`config.mk`:
```
export PLATFORM = sky130hd
export DESIGN_NAME = mem_access_unit
export DESIGN_NICKNAME = d
export VERILOG_FILES = /design/src/rtl/mem_pkg.sv /design/src/rtl/mem_align.sv /design/src/rtl/mem_access_unit.sv
export SDC_FILE = /design/constraint.sdc
export NUM_CORES = 1
export LEC_CHECK = 0
export BUFFER_PORTS_ARGS = -buffer_cell sky130_fd_sc_hd__buf_2
export CAP_MARGIN = 30
export CORE_MARGIN = 4
export CORE_UTILIZATION = 44
export CTS_CLUSTER_SIZE = 14
export DETAILED_ROUTE_END_ITERATION = 16
export GPL_TIMING_DRIVEN = 1
export PLACE_DENSITY_LB_ADDON = 0.15
export SYNTH_ARGS = -nofsm -noshare
export SYNTH_HDL_FRONTEND = slang
export SYNTH_HIERARCHICAL = 1
export SYNTH_SLANG_ARGS = --single-unit
```
`constraint.sdc`:
```
create_clock -name clk -period 2.8 [get_ports clk]
set_input_delay 0.7 -clock clk [delete_from_list [all_inputs] [get_ports clk]]
set_output_delay 0.7 -clock clk [all_outputs]
set_load 0.005 [all_outputs]
```
`src/rtl/mem_pkg.sv`:
```
// Shared constants and types for the MEM-stage data memory access unit.
package mem_pkg;

  // Major opcodes seen in the MEM stage
  localparam logic [6:0] LOAD  = 7'b0000011;
  localparam logic [6:0] STORE = 7'b0100011;

  // Access size codes carried in funct3[1:0]; code 11 behaves as a word
  localparam logic [1:0] SZ_BYTE = 2'b00;
  localparam logic [1:0] SZ_HALF = 2'b01;
  localparam logic [1:0] SZ_WORD = 2'b10;

  // Memory access sequencer states
  typedef enum logic [1:0] {
    IDLE = 2'b00,
    REQ  = 2'b01,
    RSP  = 2'b10,
    DONE = 2'b11
  } state_t;

  // Bit shift that brings the addressed byte lane down to bit 0
  function automatic logic [4:0] lane_shift(input logic [1:0] byte_off);
    return {byte_off, 3'b000};
  endfunction

endpackage

```
`src/rtl/mem_align.sv`:
```
// Store lane steering: byte enables, replicated write data and alignment check.
module mem_align
  import mem_pkg::*;
#(
  parameter int DATA_WIDTH = 32
) (
  input  logic [1:0]            size,
  input  logic [1:0]            addr_lo,
  input  logic [DATA_WIDTH-1:0] wd,
  output logic [3:0]            be,
  output logic [DATA_WIDTH-1:0] wdata,
  output logic                  misaligned
);

  // Decode access size into lane enables, replicated data and alignment fault
  always_comb begin
    be         = 4'b1111;
    wdata      = wd;
    misaligned = 1'b0;
    case (size)
      SZ_BYTE: begin
        be    = 4'b0001 << addr_lo;
        wdata = {(DATA_WIDTH/8){wd[7:0]}};
      end
      SZ_HALF: begin
        be         = 4'b0011 << addr_lo;
        wdata      = {(DATA_WIDTH/16){wd[15:0]}};
        misaligned = addr_lo[0];
      end
      default: begin
        misaligned = (addr_lo != 2'b00);
      end
    endcase
  end

endmodule

```
`src/rtl/mem_access_unit.sv`:
```
// MEM-stage load/store unit: turns a pipeline memory access into a
// valid/ready request plus response wait, stalling IF..MEM meanwhile.
module mem_access_unit
  import mem_pkg::*;
#(
  parameter int DATA_WIDTH = 32,
  parameter int ADDR_WIDTH = 32
) (
  input  logic                  clk,
  input  logic                  rst,
  input  logic [6:0]            opcode_M,
  input  logic [2:0]            funct3_M,
  input  logic                  MemWrite_M,
  input  logic [ADDR_WIDTH-1:0] ALU_result_M,
  input  logic [DATA_WIDTH-1:0] WriteData_M,
  output logic                  dmem_req_valid,
  input  logic                  dmem_req_ready,
  output logic                  dmem_we,
  output logic [ADDR_WIDTH-1:0] dmem_addr,
  output logic [DATA_WIDTH-1:0] dmem_wdata,
  output logic [3:0]            dmem_be,
  input  logic                  dmem_rsp_valid,
  input  logic [DATA_WIDTH-1:0] dmem_rsp_rdata,
  output logic [DATA_WIDTH-1:0] ReadData_M,
  output logic                  stall_M,
  output logic                  misaligned_M
);

  state_t                state;
  logic [ADDR_WIDTH-1:0] addr_q;
  logic [DATA_WIDTH-1:0] wdata_q;
  logic [3:0]            be_q;
  logic [1:0]            off_q;
  logic                  we_q;
  logic                  req_valid_q;
  logic [DATA_WIDTH-1:0] rdata_q;

  logic                  is_load;
  logic                  is_access;
  logic                  go;
  logic [3:0]            be_c;
  logic [DATA_WIDTH-1:0] wdata_c;
  logic                  misaligned_c;

  // Sign handling happens downstream, so funct3[2] is not needed here
  logic                  unused_f3;
  assign unused_f3 = funct3_M[2];

  assign is_load   = (opcode_M == LOAD);
  assign is_access = is_load | MemWrite_M;
  assign go        = is_access & ~misaligned_c;

  mem_align #(
    .DATA_WIDTH (DATA_WIDTH)
  ) u_align (
    .size       (funct3_M[1:0]),
    .addr_lo    (ALU_result_M[1:0]),
    .wd         (WriteData_M),
    .be         (be_c),
    .wdata      (wdata_c),
    .misaligned (misaligned_c)
  );

  // Access sequencer: latch request, hold it until accepted, wait for load data
  always_ff @(posedge clk) begin
    if (rst) begin
      state       <= IDLE;
      addr_q      <= '0;
      wdata_q     <= '0;
      be_q        <= '0;
      off_q       <= '0;
      we_q        <= 1'b0;
      req_valid_q <= 1'b0;
      rdata_q     <= '0;
    end else begin
      case (state)
        IDLE: begin
          if (go) begin
            state       <= REQ;
            addr_q      <= {ALU_result_M[ADDR_WIDTH-1:2], 2'b00};
            off_q       <= ALU_result_M[1:0];
            be_q        <= be_c;
            wdata_q     <= wdata_c;
            we_q        <= MemWrite_M;
            req_valid_q <= 1'b1;
          end
        end
        REQ: begin
          if (dmem_req_ready) begin
            req_valid_q <= 1'b0;
            we_q        <= 1'b0;
            state       <= we_q ? DONE : RSP;
          end
        end
        RSP: begin
          if (dmem_rsp_valid) begin
            rdata_q <= dmem_rsp_rdata >> lane_shift(off_q);
            state   <= DONE;
          end
        end
        DONE: begin
          state <= IDLE;
        end
        default: begin
          state <= IDLE;
        end
      endcase
    end
  end

  assign dmem_req_valid = req_valid_q;
  assign dmem_we        = we_q;
  assign dmem_addr      = addr_q;
  assign dmem_wdata     = wdata_q;
  assign dmem_be        = be_q;
  assign misaligned_M   = misaligned_c;

  // Stall starts in the same cycle the access is seen and ends on DONE
  assign stall_M = ((state == IDLE) & go) | (state == REQ) | (state == RSP);

  // A faulting access must not forward stale load data
  assign ReadData_M = ((state == IDLE) & is_access & misaligned_c) ? '0 : rdata_q;

endmodule

```
# [Word-level counts from Yosys, hierarchy flattened]
# Cells that the tools add are included.
[word_totals] inputBits=111 out_inout_bits=104 reg_bits=104
[classes] bitwise=8 mux=14 n_eq_ne=8 reduce_logical=8 n_shift=3
[op_table] op="$pmux W32 S2" n=1
[op_table] op="$mux W32" n=1
[op_table] op="$shr A32 B5 Y32" n=1
[op_table] op="$pmux W2 S4" n=1
[op_table] op="$pmux W4 S2" n=1
[op_table] op="$eq A7 B2 Y1 const B" n=1
[op_table] op="$mux W2" n=3
[op_table] op="$ne A2 B2 Y1 const B" n=3
[op_table] op="$pmux W1 S2" n=3
[op_table] op="$reduce_and A3 Y1" n=2
[op_table] op="$and A1 B1 Y1" n=4
[op_table] op="$eq A2 B1 Y1 const B" n=2
[op_table] op="$eq A2 B2 Y1 const B" n=2
[op_table] op="$logic_not A2 Y1" n=2
[op_table] op="$mux W1" n=4
[op_table] op="$reduce_and A2 Y1" n=2
[op_table] op="$reduce_bool A2 Y1" n=2
[op_table] op="$shl A1 B2 Y4 const A" n=1
[op_table] op="$shl A2 B2 Y4 const A" n=1
[op_table] op="$or A1 B1 Y1" n=3
[op_table] op="$not A1 Y1" n=1

# [Logic depth before layout (Yosys ltp)]
# Gate-level depths: netlist of the first run.
[logic_depth] word_depth=7 mapped_depth=10

# [Cells and area by module]
# Netlist of the first run, hierarchy kept.
[modules_own_cells] module="mem_access_unit" instances=1 cells_each=547 area_each_um2=4918.5
[modules_own_cells] module="mem_align" instances=1 cells_each=64 area_each_um2=479.2

# [Least setup slack after synthesis of the first run]
# Ideal clock, no wire load.
[synth_timing] kind="input-to-output" start="input port funct3_M[1]" end="output port stall_M" path_stages=9 setup_slack_ps=-50 arrival_time_ps=2150 n_path_buf=4 required_time_ps=2100 path_cell_list="buf_4 > buf_2 > o21ai_0 > nand2_1 > nor2b_1 > clkbuf_1 > and2_2 > buf_4 > or3_1"
[synth_via] elab_chain_len=7 word_cells_on_any_way=8 classes_between="eq/ne: 1; mux: 1; bitwise: 5; reduce/logical: 1"
[synth_rtl] item="start, declared" line_no="mem_access_unit.sv:12" rtl="input logic [2:0] funct3_M,"
[synth_rtl] item="$eq A2 B1 Y1 or $logic_not A2 Y1 (tied branches)" line_no="mem_align.sv:20" rtl="case (size)"
[synth_rtl] item="$pmux W1 S2 (*)" line_no="mem_align.sv:20"
[synth_rtl] item="via misaligned_M" line_no="mem_access_unit.sv:26" rtl="output logic misaligned_M"
[synth_rtl] item="$not A1 Y1 (*)" line_no="mem_access_unit.sv:51" rtl="assign go = is_access & ~misaligned_c;"
[synth_rtl] item="$and A1 B1 Y1 (*)" line_no="mem_access_unit.sv:51"
[synth_rtl] item="$and A1 B1 Y1 (*)" line_no="mem_access_unit.sv:119" rtl="assign stall_M = ((state == IDLE) & go) | (state == REQ) | (state == RSP);"
[synth_rtl] item="$or A1 B1 Y1 (*) (2 in series)" line_no="mem_access_unit.sv:119"
[synth_rtl] item="end, declared" line_no="mem_access_unit.sv:25" rtl="output logic stall_M,"
# Mark *: on every way through the listed nets, which the timed path passes. The rest lies on a longest branch.

# [Worst setup path after layout of the first run]
[layout_timing] start="input port opcode_M[2]" end="output port ReadData_M[15]"
[layout_via] elab_chain_len=5
[layout_rtl] item="start, declared" line_no="mem_access_unit.sv:11" rtl="input logic [6:0] opcode_M,"
[layout_rtl] item="$eq A7 B2 Y1" line_no="mem_access_unit.sv:49" rtl="assign is_load = (opcode_M == LOAD);"
[layout_rtl] item="$or A1 B1 Y1" line_no="mem_access_unit.sv:50" rtl="assign is_access = is_load | MemWrite_M;"
[layout_rtl] item="$and A1 B1 Y1 (2 in series)" line_no="mem_access_unit.sv:122" rtl="assign ReadData_M = ((state == IDLE) & is_access & misaligned_c) ? '0 : rdata_q;"
[layout_rtl] item="$mux W32" line_no="mem_access_unit.sv:122"
[layout_rtl] item="end, declared" line_no="mem_access_unit.sv:24" rtl="output logic [DATA_WIDTH-1:0] ReadData_M,"
# Every way passes these cells.

==> results of run 1 <==
[worst max path at each step]
stage                           endpoint  slack [ns]  depth (start not counted)
after global routing       ReadData_M[0]       -0.04                          7
after floorplan                  stall_M        0.03                          9
final                     ReadData_M[15]       0.003                          7
after detailed placement  ReadData_M[11]       -0.01                          7
after CTS                 ReadData_M[11]        0.01                          7
after global placement    ReadData_M[16]        0.03                          7
[kinds of logic (layout without fill, tap and decap cells)]
kind of cell,after synthesis,in the layout,share of synthesized area [%]
adder cells (fa/ha/maj),4,4,0.927
buffers and inverters,74,250,6.70
AND/OR/NAND/NOR,246,246,29.3
AO/OA/AOI/OAI,133,133,14.7
flip-flops,104,104,38.6
multiplexers,49,49,9.64
other,1,2,0.0695
[sequential cells by signal, summed over array words and instances (netlist names)]
signal and count:
dmem_req_valid 1, state 2, dmem_addr 30, dmem_be 4
off_q 2, rdata_q 32, dmem_wdata 32, dmem_we 1
[synthesized netlist by cell type (2+ instances only)]
cell	instances	area [um2]
sky130_fd_sc_hd__dfxtp_1	104	2080
sky130_fd_sc_hd__nand2b_1	69	432
sky130_fd_sc_hd__nand4b_1	69	604
sky130_fd_sc_hd__o21ai_0	64	320
sky130_fd_sc_hd__clkbuf_1	34	128
sky130_fd_sc_hd__nor2b_1	33	206
sky130_fd_sc_hd__nand2_1	28	105
sky130_fd_sc_hd__nor2_1	26	97.6
sky130_fd_sc_hd__mux2i_1	25	250
sky130_fd_sc_hd__mux2_2	24	270
sky130_fd_sc_hd__a22oi_1	17	128
sky130_fd_sc_hd__o21ai_1	17	85.1
sky130_fd_sc_hd__buf_4	14	105
sky130_fd_sc_hd__buf_2	13	65.1
sky130_fd_sc_hd__o211ai_1	11	82.6
sky130_fd_sc_hd__a21oi_1	10	50.1
sky130_fd_sc_hd__nor3_1	10	50.1
sky130_fd_sc_hd__a221oi_1	9	78.8
sky130_fd_sc_hd__clkbuf_2	6	30.0
sky130_fd_sc_hd__inv_1	5	18.8
sky130_fd_sc_hd__ha_1	4	50.1
sky130_fd_sc_hd__nand3b_1	3	22.5
sky130_fd_sc_hd__and2_1	2	12.5
sky130_fd_sc_hd__o31ai_1	2	15.0
[power by group through the flow]
stage	Combinational, mW	Clock, mW	Sequential (mW)
after detailed placement	1.25	0	1.79
after floorplan	0.792	0	1.78
after global routing	1.46	1.48	1.78
after CTS	1.26	1.40	1.76
after global placement	1.22	0	1.78
final	1.32	1.38	1.76
[routing by layer]
metal	GRT usage [%]	vias to the layer above
li1	-	2515
met1	28.3	2414
met2	35.0	172
met3	5.26	13
met4	6.81	0
met5	0	-
[critical path: stages]
cell,delay (ns)
sky130_fd_sc_hd__buf_6,0.09
sky130_fd_sc_hd__or4_4,0.55
sky130_fd_sc_hd__o21bai_4,0.13
sky130_fd_sc_hd__and3_4,0.28
sky130_fd_sc_hd__clkbuf_16,0.18
sky130_fd_sc_hd__nor2b_1,0.04
sky130_fd_sc_hd__buf_2,0.12
[per-stage QoR]
stage	total power [mW]	setup slack, ns
after floorplan	2.57	0.0262
after global routing	4.72	-0.0388
after detailed placement	3.04	-0.0103
after CTS	4.42	0.0114
final	4.46	0.00331
after global placement	2.99	0.0251
[final cells by class]
class,count,area [um2]
Clock buffer,12,256
Clock inverter,3,65.1
Fill cell,1137,5120
Inverter,6,22.5
Multi-Input combinational cell,434,2990
Sequential cell,104,2080
Tap cell,147,184
Timing Repair Buffer,229,1290
[what timing repair did]
item	CTS	global route
pin swaps	0	2
hold buffers	0	0
gates resized for setup	1	6
hold endpoints to repair	0	0
endpoints found under the setup margin	17	32
cloned	0	3
==> flow_summary.html, run 1 <==
<table>
<tr><th>Metric</th><th>Value</th></tr>
<tr><th colspan="2">Run status</th></tr>
<tr><td>Status</td><td>finished, final reports clean</td></tr>
<tr><th colspan="2">Setup path</th></tr>
<tr><td>Startpoint kind of the worst setup timing path</td><td>input port</td></tr>
<tr><td>Depth of the worst register-to-register path</td><td>6</td></tr>
<tr><td>Arrival @ worst endpoint</td><td>about 2.1 ns</td></tr>
<tr><td>Maximum fanout encountered on the critical timing path</td><td>8</td></tr>
<tr><td>Endpoint of the most critical register-to-register path</td><td>rdata_q[14]</td></tr>
<tr><td>Endpoint kind of the worst setup timing path</td><td>output port</td></tr>
<tr><td>Type of the worst setup path</td><td>input port to output port</td></tr>
<tr><td>Required time at the endpoint of the critical path</td><td>2.10 ns</td></tr>
<tr><td>Origin of the worst setup path</td><td>opcode_M[2]</td></tr>
<tr><td>Reg-to-Reg Start</td><td>state[0]</td></tr>
<tr><td>Register-to-Register Setup Slack</td><td>0.78 ns</td></tr>
<tr><th colspan="2">CTS</th></tr>
<tr><td>Clk sink count</td><td>approximately 100</td></tr>
<tr><td>Number of buffers on the longest clock path</td><td>2</td></tr>
<tr><td>Post-CTS setup-driven buffer insertion count</td><td>0</td></tr>
<tr><td>Master cell of the clock root buffer</td><td>sky130_fd_sc_hd__clkbuf_16</td></tr>
<tr><td>Level count of the clock H-tree</td><td>3</td></tr>
<tr><td>Clk_lat worst skew</td><td>around 0.35 ns</td></tr>
<tr><td>CTS clock-pin slew for the worst setup and hold paths</td><td>0.07 ns</td></tr>
<tr><td>CTS tree</td><td>built</td></tr>
<tr><td>Total CTS buffers</td><td>9</td></tr>
<tr><th colspan="2">Power</th></tr>
<tr><td>Portion of total power attributed to combinational logic</td><td>29.7%</td></tr>
<tr><td>Switching share of total power</td><td>about a third</td></tr>
<tr><td>Leak</td><td>around 3 nW</td></tr>
<tr><td>Register share of total power</td><td>39.4%</td></tr>
<tr><td>Worst supply voltage drop on vdd</td><td>roughly 350 uV</td></tr>
<tr><td>Cell Int Power</td><td>roughly 3 mW</td></tr>
<tr><td>Power density over the cells</td><td>between 600 and 700 nW/um2</td></tr>
<tr><td>P_sw</td><td>1.40 mW</td></tr>
<tr><td>Power share of the clock group</td><td>30.9%</td></tr>
<tr><th colspan="2">Timing</th></tr>
<tr><td>Worst slew margin relative to its limit</td><td>33.6%</td></tr>
<tr><td>Hold Vio Cnt, Final</td><td>0</td></tr>
<tr><td>Worst hold margin</td><td>between 0.4 and 0.5 ns</td></tr>
<tr><td>Accumulated negative setup slack</td><td>0 ns</td></tr>
<tr><td>Unrepaired setup endpoints after global routing</td><td>true</td></tr>
<tr><td>Clock period minus worst slack</td><td>about 2.8 ns</td></tr>
<tr><td>Maximum clock rate</td><td>between 300 and 400 MHz</td></tr>
<tr><td>Pin slew with the least headroom to its limit</td><td>slightly below 1 ns</td></tr>
<tr><td>Endpoints failing setup</td><td>0</td></tr>
<tr><td>Final max-slew violation count</td><td>0</td></tr>
<tr><td>Worst-case clock skew</td><td>~0.006 ns</td></tr>
<tr><td>Period Utilization, post-route</td><td>approximately 100%</td></tr>
<tr><th colspan="2">Die</th></tr>
<tr><td>Width of the chip</td><td>119 um</td></tr>
<tr><td>Initial cell density of the core</td><td>44.9%</td></tr>
<tr><td>Number of I/O pins</td><td>about 220</td></tr>
<tr><td>DIE HEIGHT</td><td>119 um</td></tr>
<tr><td>Area inside the core boundary</td><td>between 10000 and 15000 um2</td></tr>
<tr><td>Die ar.</td><td>approximately 14000 um2</td></tr>
<tr><td>Rows</td><td>40</td></tr>
<tr><th colspan="2">Routing</th></tr>
<tr><td>Post-detailed-routing wire length</td><td>approximately 16 mm</td></tr>
<tr><td>Starting DRC count in detailed routing</td><td>292</td></tr>
<tr><td>Remaining antenna violation count after routing</td><td>0</td></tr>
<tr><td>DRT met1 WL</td><td>about 7.0 mm</td></tr>
<tr><td>Routed vias/inst</td><td>between 5 and 6</td></tr>
<tr><td>Topmost layer with routed signal wires</td><td>met4</td></tr>
<tr><td>Residual DRC count</td><td>0</td></tr>
<tr><td>DR WL met2</td><td>about 7.6 mm</td></tr>
<tr><td>Total vias in the final route</td><td>~5100</td></tr>
<tr><td>WL/cell</td><td>17.1 um</td></tr>
<tr><td>Number of detailed-routing iterations run before antenna repair</td><td>7</td></tr>
<tr><td>Wire length on met3</td><td>1.26 mm</td></tr>
<tr><th colspan="2">Layout</th></tr>
<tr><td>Commonest non-fill, non-tap cell in the layout</td><td>sky130_fd_sc_hd__buf_2</td></tr>
<tr><td>Post-synthesis to final-layout area growth</td><td>27.6%</td></tr>
<tr><td>Antenna Diode Count</td><td>0</td></tr>
<tr><td>Utilization after layout</td><td>between 50% and 60%</td></tr>
<tr><td>Count of nets after finishing</td><td>899</td></tr>
<tr><td>Share of cells above drive strength 1</td><td>a little over a third</td></tr>
<tr><td>Final non-filler cell area</td><td>6890 um2</td></tr>
<tr><td>Final cell count without fillers</td><td>roughly 940</td></tr>
<tr><td>Most frequent cells in the layout</td><td>sky130_fd_sc_hd__buf_2 (209), sky130_fd_sc_hd__dfxtp_1 (104), sky130_fd_sc_hd__nand2b_1 (69), sky130_fd_sc_hd__nand4b_1 (69), sky130_fd_sc_hd__o21ai_0 (64)</td></tr>
<tr><th colspan="2">Global route</th></tr>
<tr><td>Overall Global Routing Usage</td><td>21.6%</td></tr>
<tr><td>Maximum number of pins on one net before global-route repair</td><td>slightly above 80</td></tr>
<tr><td>Global route overflow</td><td>0</td></tr>
<tr><td>Global-route wire length before repair</td><td>25.1 mm</td></tr>
<tr><td>Vias in the first global route</td><td>~4900</td></tr>
<tr><td>Initial antenna violation count</td><td>0</td></tr>
<tr><th colspan="2">Worst hold path</th></tr>
<tr><td>Path category of the worst min-delay check</td><td>register to register</td></tr>
<tr><td>Startpoint of the lowest-slack hold path</td><td>rdata_q[7]</td></tr>
<tr><td>Count of cells along the worst hold path</td><td>2</td></tr>
<tr><td>Terminating pin of the worst hold path</td><td>rdata_q[7]</td></tr>
<tr><th colspan="2">Placement</th></tr>
<tr><td>Input/output buffers</td><td>211</td></tr>
<tr><td>Global placer's final weighted congestion</td><td>between 0.8 and 0.9</td></tr>
<tr><td>Placed standard-cell area</td><td>about 6500 um2</td></tr>
<tr><td>Final HPWL DP</td><td>11.0 mm</td></tr>
<tr><td>Placed Cells</td><td>917</td></tr>
<tr><th colspan="2">Synth</th></tr>
<tr><td>Cell Area, Synth</td><td>around 5400 um2</td></tr>
<tr><td>Main synth FF type</td><td>sky130_fd_sc_hd__dfxtp_1</td></tr>
<tr><td>Number of instances in the synthesized netlist</td><td>slightly above 600</td></tr>
<tr><td>Number of register bits inferred by synthesis</td><td>104</td></tr>
<tr><td>Yosys cell types</td><td>36</td></tr>
<tr><td>Number of synthesized flops with an enable pin</td><td>0</td></tr>
<tr><td>Number of warnings reported in the yosys synthesis log</td><td>6</td></tr>
<tr><td>Average instance area after synthesis</td><td>between 8 and 9 um2</td></tr>
<tr><td>Part of the Yosys area used for sequential elements</td><td>around two fifths</td></tr>
<tr><td>Share of synthesized flip-flops with an asynchronous set or reset</td><td>0%</td></tr>
<tr><th colspan="2">Job</th></tr>
<tr><td># Max-Cap Violations</td><td>0</td></tr>
</table>
Power figures use the tool's default switching activity.
==> run 2, diff against run 1 <==
- SETUP_SLACK_MARGIN: unset -> 0.02
==> flow_summary.html, run 2 (synthesis results as in run 1) <==
<table>
<tr><th>Metric</th><th>Value</th></tr>
<tr><th colspan="2">Timing</th></tr>
<tr><td>Final max-slew violation count</td><td>0 (unchanged)</td></tr>
<tr><td>Worst-case clock skew</td><td>0.00524 ns (was 0.00601 ns)</td></tr>
<tr><td>Pin slew with the least headroom to its limit</td><td>1.02 ns (was 0.988 ns)</td></tr>
<tr><td>Worst slew margin relative to its limit</td><td>31.8% (was 33.6%)</td></tr>
<tr><td>Endpoints failing setup</td><td>0 (unchanged)</td></tr>
<tr><td>Unrepaired setup endpoints after global routing</td><td>true (unchanged)</td></tr>
<tr><td>Maximum clock rate</td><td>361 MHz (was 358 MHz)</td></tr>
<tr><td>Hold Vio Cnt, Final</td><td>0 (unchanged)</td></tr>
<tr><td>Period Utilization, post-route</td><td>98.8% (was 99.9%)</td></tr>
<tr><td>Clock period minus worst slack</td><td>2.77 ns (was 2.80 ns)</td></tr>
<tr><th colspan="2">Die</th></tr>
<tr><td>Number of I/O pins</td><td>215 (unchanged)</td></tr>
<tr><td>Die ar.</td><td>14100 um2 (unchanged)</td></tr>
<tr><td>Area inside the core boundary</td><td>12000 um2 (unchanged)</td></tr>
<tr><td>Width of the chip</td><td>119 um (unchanged)</td></tr>
<tr><td>DIE HEIGHT</td><td>119 um (unchanged)</td></tr>
<tr><td>Rows</td><td>40 (unchanged)</td></tr>
<tr><td>Initial cell density of the core</td><td>44.9% (unchanged)</td></tr>
<tr><th colspan="2">Power</th></tr>
<tr><td>Power after layout</td><td>4.42 mW (was 4.46 mW)</td></tr>
<tr><td>Worst supply voltage drop on vdd</td><td>350 uV (was 352 uV)</td></tr>
<tr><td>Leak</td><td>2.95 nW (was 2.96 nW)</td></tr>
<tr><td>Power density over the cells</td><td>646 nW/um2 (was 647 nW/um2)</td></tr>
<tr><th colspan="2">Global route</th></tr>
<tr><td>Global route overflow</td><td>0 (unchanged)</td></tr>
<tr><td>Overall Global Routing Usage</td><td>21.6% (unchanged)</td></tr>
<tr><td>Maximum number of pins on one net before global-route repair</td><td>82 (unchanged)</td></tr>
<tr><td>Vias in the first global route</td><td>4874 (unchanged)</td></tr>
<tr><td>Initial antenna violation count</td><td>0 (unchanged)</td></tr>
<tr><td>Global-route wire length before repair</td><td>25.1 mm (unchanged)</td></tr>
<tr><th colspan="2">Placement</th></tr>
<tr><td>Placed standard-cell area</td><td>6470 um2 (unchanged)</td></tr>
<tr><td>Final HPWL DP</td><td>11.0 mm (unchanged)</td></tr>
<tr><td>Input/output buffers</td><td>211 (unchanged)</td></tr>
<tr><td>Global placer's final weighted congestion</td><td>0.825 (unchanged)</td></tr>
<tr><td>Placed Cells</td><td>917 (unchanged)</td></tr>
<tr><th colspan="2">Run status</th></tr>
<tr><td>Status</td><td>finished, final reports clean (unchanged)</td></tr>
<tr><th colspan="2">Routing</th></tr>
<tr><td>Post-detailed-routing wire length</td><td>15.8 mm (was 16.0 mm)</td></tr>
<tr><td>Total vias in the final route</td><td>5070 (was 5114)</td></tr>
<tr><td>Starting DRC count in detailed routing</td><td>342 (was 292)</td></tr>
<tr><td>Remaining antenna violation count after routing</td><td>0 (unchanged)</td></tr>
<tr><td>Residual DRC count</td><td>0 (unchanged)</td></tr>
<tr><td>WL/cell</td><td>16.9 um (was 17.1 um)</td></tr>
<tr><td>Routed vias/inst</td><td>5.43 (was 5.47)</td></tr>
<tr><td>Number of detailed-routing iterations run before antenna repair</td><td>5 (was 7)</td></tr>
<tr><th colspan="2">Layout</th></tr>
<tr><td>Count of nets after finishing</td><td>898 (was 899)</td></tr>
<tr><td>Final cell count without fillers</td><td>934 (was 935)</td></tr>
<tr><td>Commonest non-fill, non-tap cell in the layout</td><td>sky130_fd_sc_hd__buf_2 (unchanged)</td></tr>
<tr><td>Most frequent cells in the layout</td><td>sky130_fd_sc_hd__buf_2 (209), sky130_fd_sc_hd__dfxtp_1 (104), sky130_fd_sc_hd__nand2b_1 (69), sky130_fd_sc_hd__nand4b_1 (69), sky130_fd_sc_hd__o21ai_0 (64) (unchanged)</td></tr>
<tr><td>Utilization after layout</td><td>57.0% (was 57.3%)</td></tr>
<tr><td>Share of cells above drive strength 1</td><td>34.6% (was 35.0%)</td></tr>
<tr><td>Post-synthesis to final-layout area growth</td><td>26.8% (was 27.6%)</td></tr>
<tr><td>Antenna Diode Count</td><td>0 (unchanged)</td></tr>
<tr><td>Final non-filler cell area</td><td>6840 um2 (was 6890 um2)</td></tr>
<tr><th colspan="2">CTS</th></tr>
<tr><td>Total CTS buffers</td><td>9 (unchanged)</td></tr>
<tr><td>Clk sink count</td><td>104 (unchanged)</td></tr>
<tr><td>CTS tree</td><td>built (unchanged)</td></tr>
<tr><td>Level count of the clock H-tree</td><td>3 (unchanged)</td></tr>
<tr><td>Number of buffers on the longest clock path</td><td>2 (unchanged)</td></tr>
<tr><td>CTS clock-pin slew for the worst setup and hold paths</td><td>0.07 ns (about the same)</td></tr>
<tr><td>Master cell of the clock root buffer</td><td>sky130_fd_sc_hd__clkbuf_16 (unchanged)</td></tr>
<tr><td>Clk_lat worst skew</td><td>0.34 ns (was 0.35 ns)</td></tr>
<tr><th colspan="2">Worst hold path</th></tr>
<tr><td>Path category of the worst min-delay check</td><td>register to register (unchanged)</td></tr>
<tr><th colspan="2">Setup path</th></tr>
<tr><td>Endpoint kind of the worst setup timing path</td><td>output port (unchanged)</td></tr>
<tr><td>Startpoint kind of the worst setup timing path</td><td>input port (unchanged)</td></tr>
<tr><td>Required time at the endpoint of the critical path</td><td>2.10 ns (about the same)</td></tr>
<tr><td>Type of the worst setup path</td><td>input port to output port (unchanged)</td></tr>
<tr><td>Arrival @ worst endpoint</td><td>2.07 ns (was 2.10 ns)</td></tr>
<tr><td>Maximum fanout encountered on the critical timing path</td><td>16 (was 8)</td></tr>
<tr><th colspan="2">Job</th></tr>
<tr><td># Max-Cap Violations</td><td>0 (unchanged)</td></tr>
</table>
## run 2: cell types whose count changed in the layout (fill, tap and decap cells not counted), sizes merged
| cell | change |
|---|---|
| clkbuf | -1 |
## run 2: where the power goes
group          internal (mW)  total (mW)  switching (mW)  leakage [nW]
logic                  0.549        1.29           0.744          1.94
registers               1.66        1.76          0.0983         0.845
clock network          0.827        1.37           0.546         0.159
total                   3.03        4.42            1.39          2.95
## run 2: worst max-delay path: stages
cell and delay, ns:
sky130_fd_sc_hd__buf_6 0.09, sky130_fd_sc_hd__or4_4 0.55, sky130_fd_sc_hd__o21bai_4 0.13, sky130_fd_sc_hd__and3_4 0.26
sky130_fd_sc_hd__buf_12 0.16, sky130_fd_sc_hd__nor2b_1 0.05, sky130_fd_sc_hd__buf_2 0.12
## run 2: stage by stage
stage               TNS, ns  setup slack, ns  hold slack (ns)
detailed placement  -0.0632          -0.0103            0.451
floorplan                 0           0.0262            0.432
CTS                       0           0.0368            0.461
finish                    0           0.0324            0.457
global route         -0.177          -0.0199            0.485
global placement          0           0.0251            0.443
## run 2: metal layers
layer | GRT usage (%) | wire length [um] | part of all wire (%) | vias up
li1 | - | - | - | 2513
met1 | 28.3 | 6880 | 44 | 2373
met2 | 35.0 | 7420 | 47 | 171
met3 | 5.26 | 1280 | 8.1 | 13
met4 | 6.81 | 191 | 1.2 | 0
met5 | 0 | 0 | 0 | -
## run 2: final timing paths
kind | start | endpoint | slack (ns) | depth (start not counted)
worst max-delay path | opcode_M[4] | ReadData_M[20] | 0.03 | 7
worst min-delay path | rdata_q[7] | rdata_q[7] | 0.46 | 2
worst max register to register | state[0] | rdata_q[9] | 0.77 | 6
worst min register to register | rdata_q[7] | rdata_q[7] | 0.46 | 2
## run 2: area by class of cell
| class | instances | area, um2 |
|---|---|---|
| well taps | 147 | 184 |
| repair buffers | 228 | 1260 |
| clock buffers | 12 | 256 |
| clock inverters | 3 | 65.1 |
| multi-input cells | 434 | 2970 |
| flip-flops and latches | 104 | 2080 |
| inverters | 6 | 22.5 |
| fillers | 1145 | 5170 |
## run 2: what timing repair did
item	4_1_cts	5_1_grt
cloned	0	2
pin swaps	1	0
hold buffers	0	0
gates resized for setup	1	1
setup endpoints to repair	32	32
setup buffers	0	0
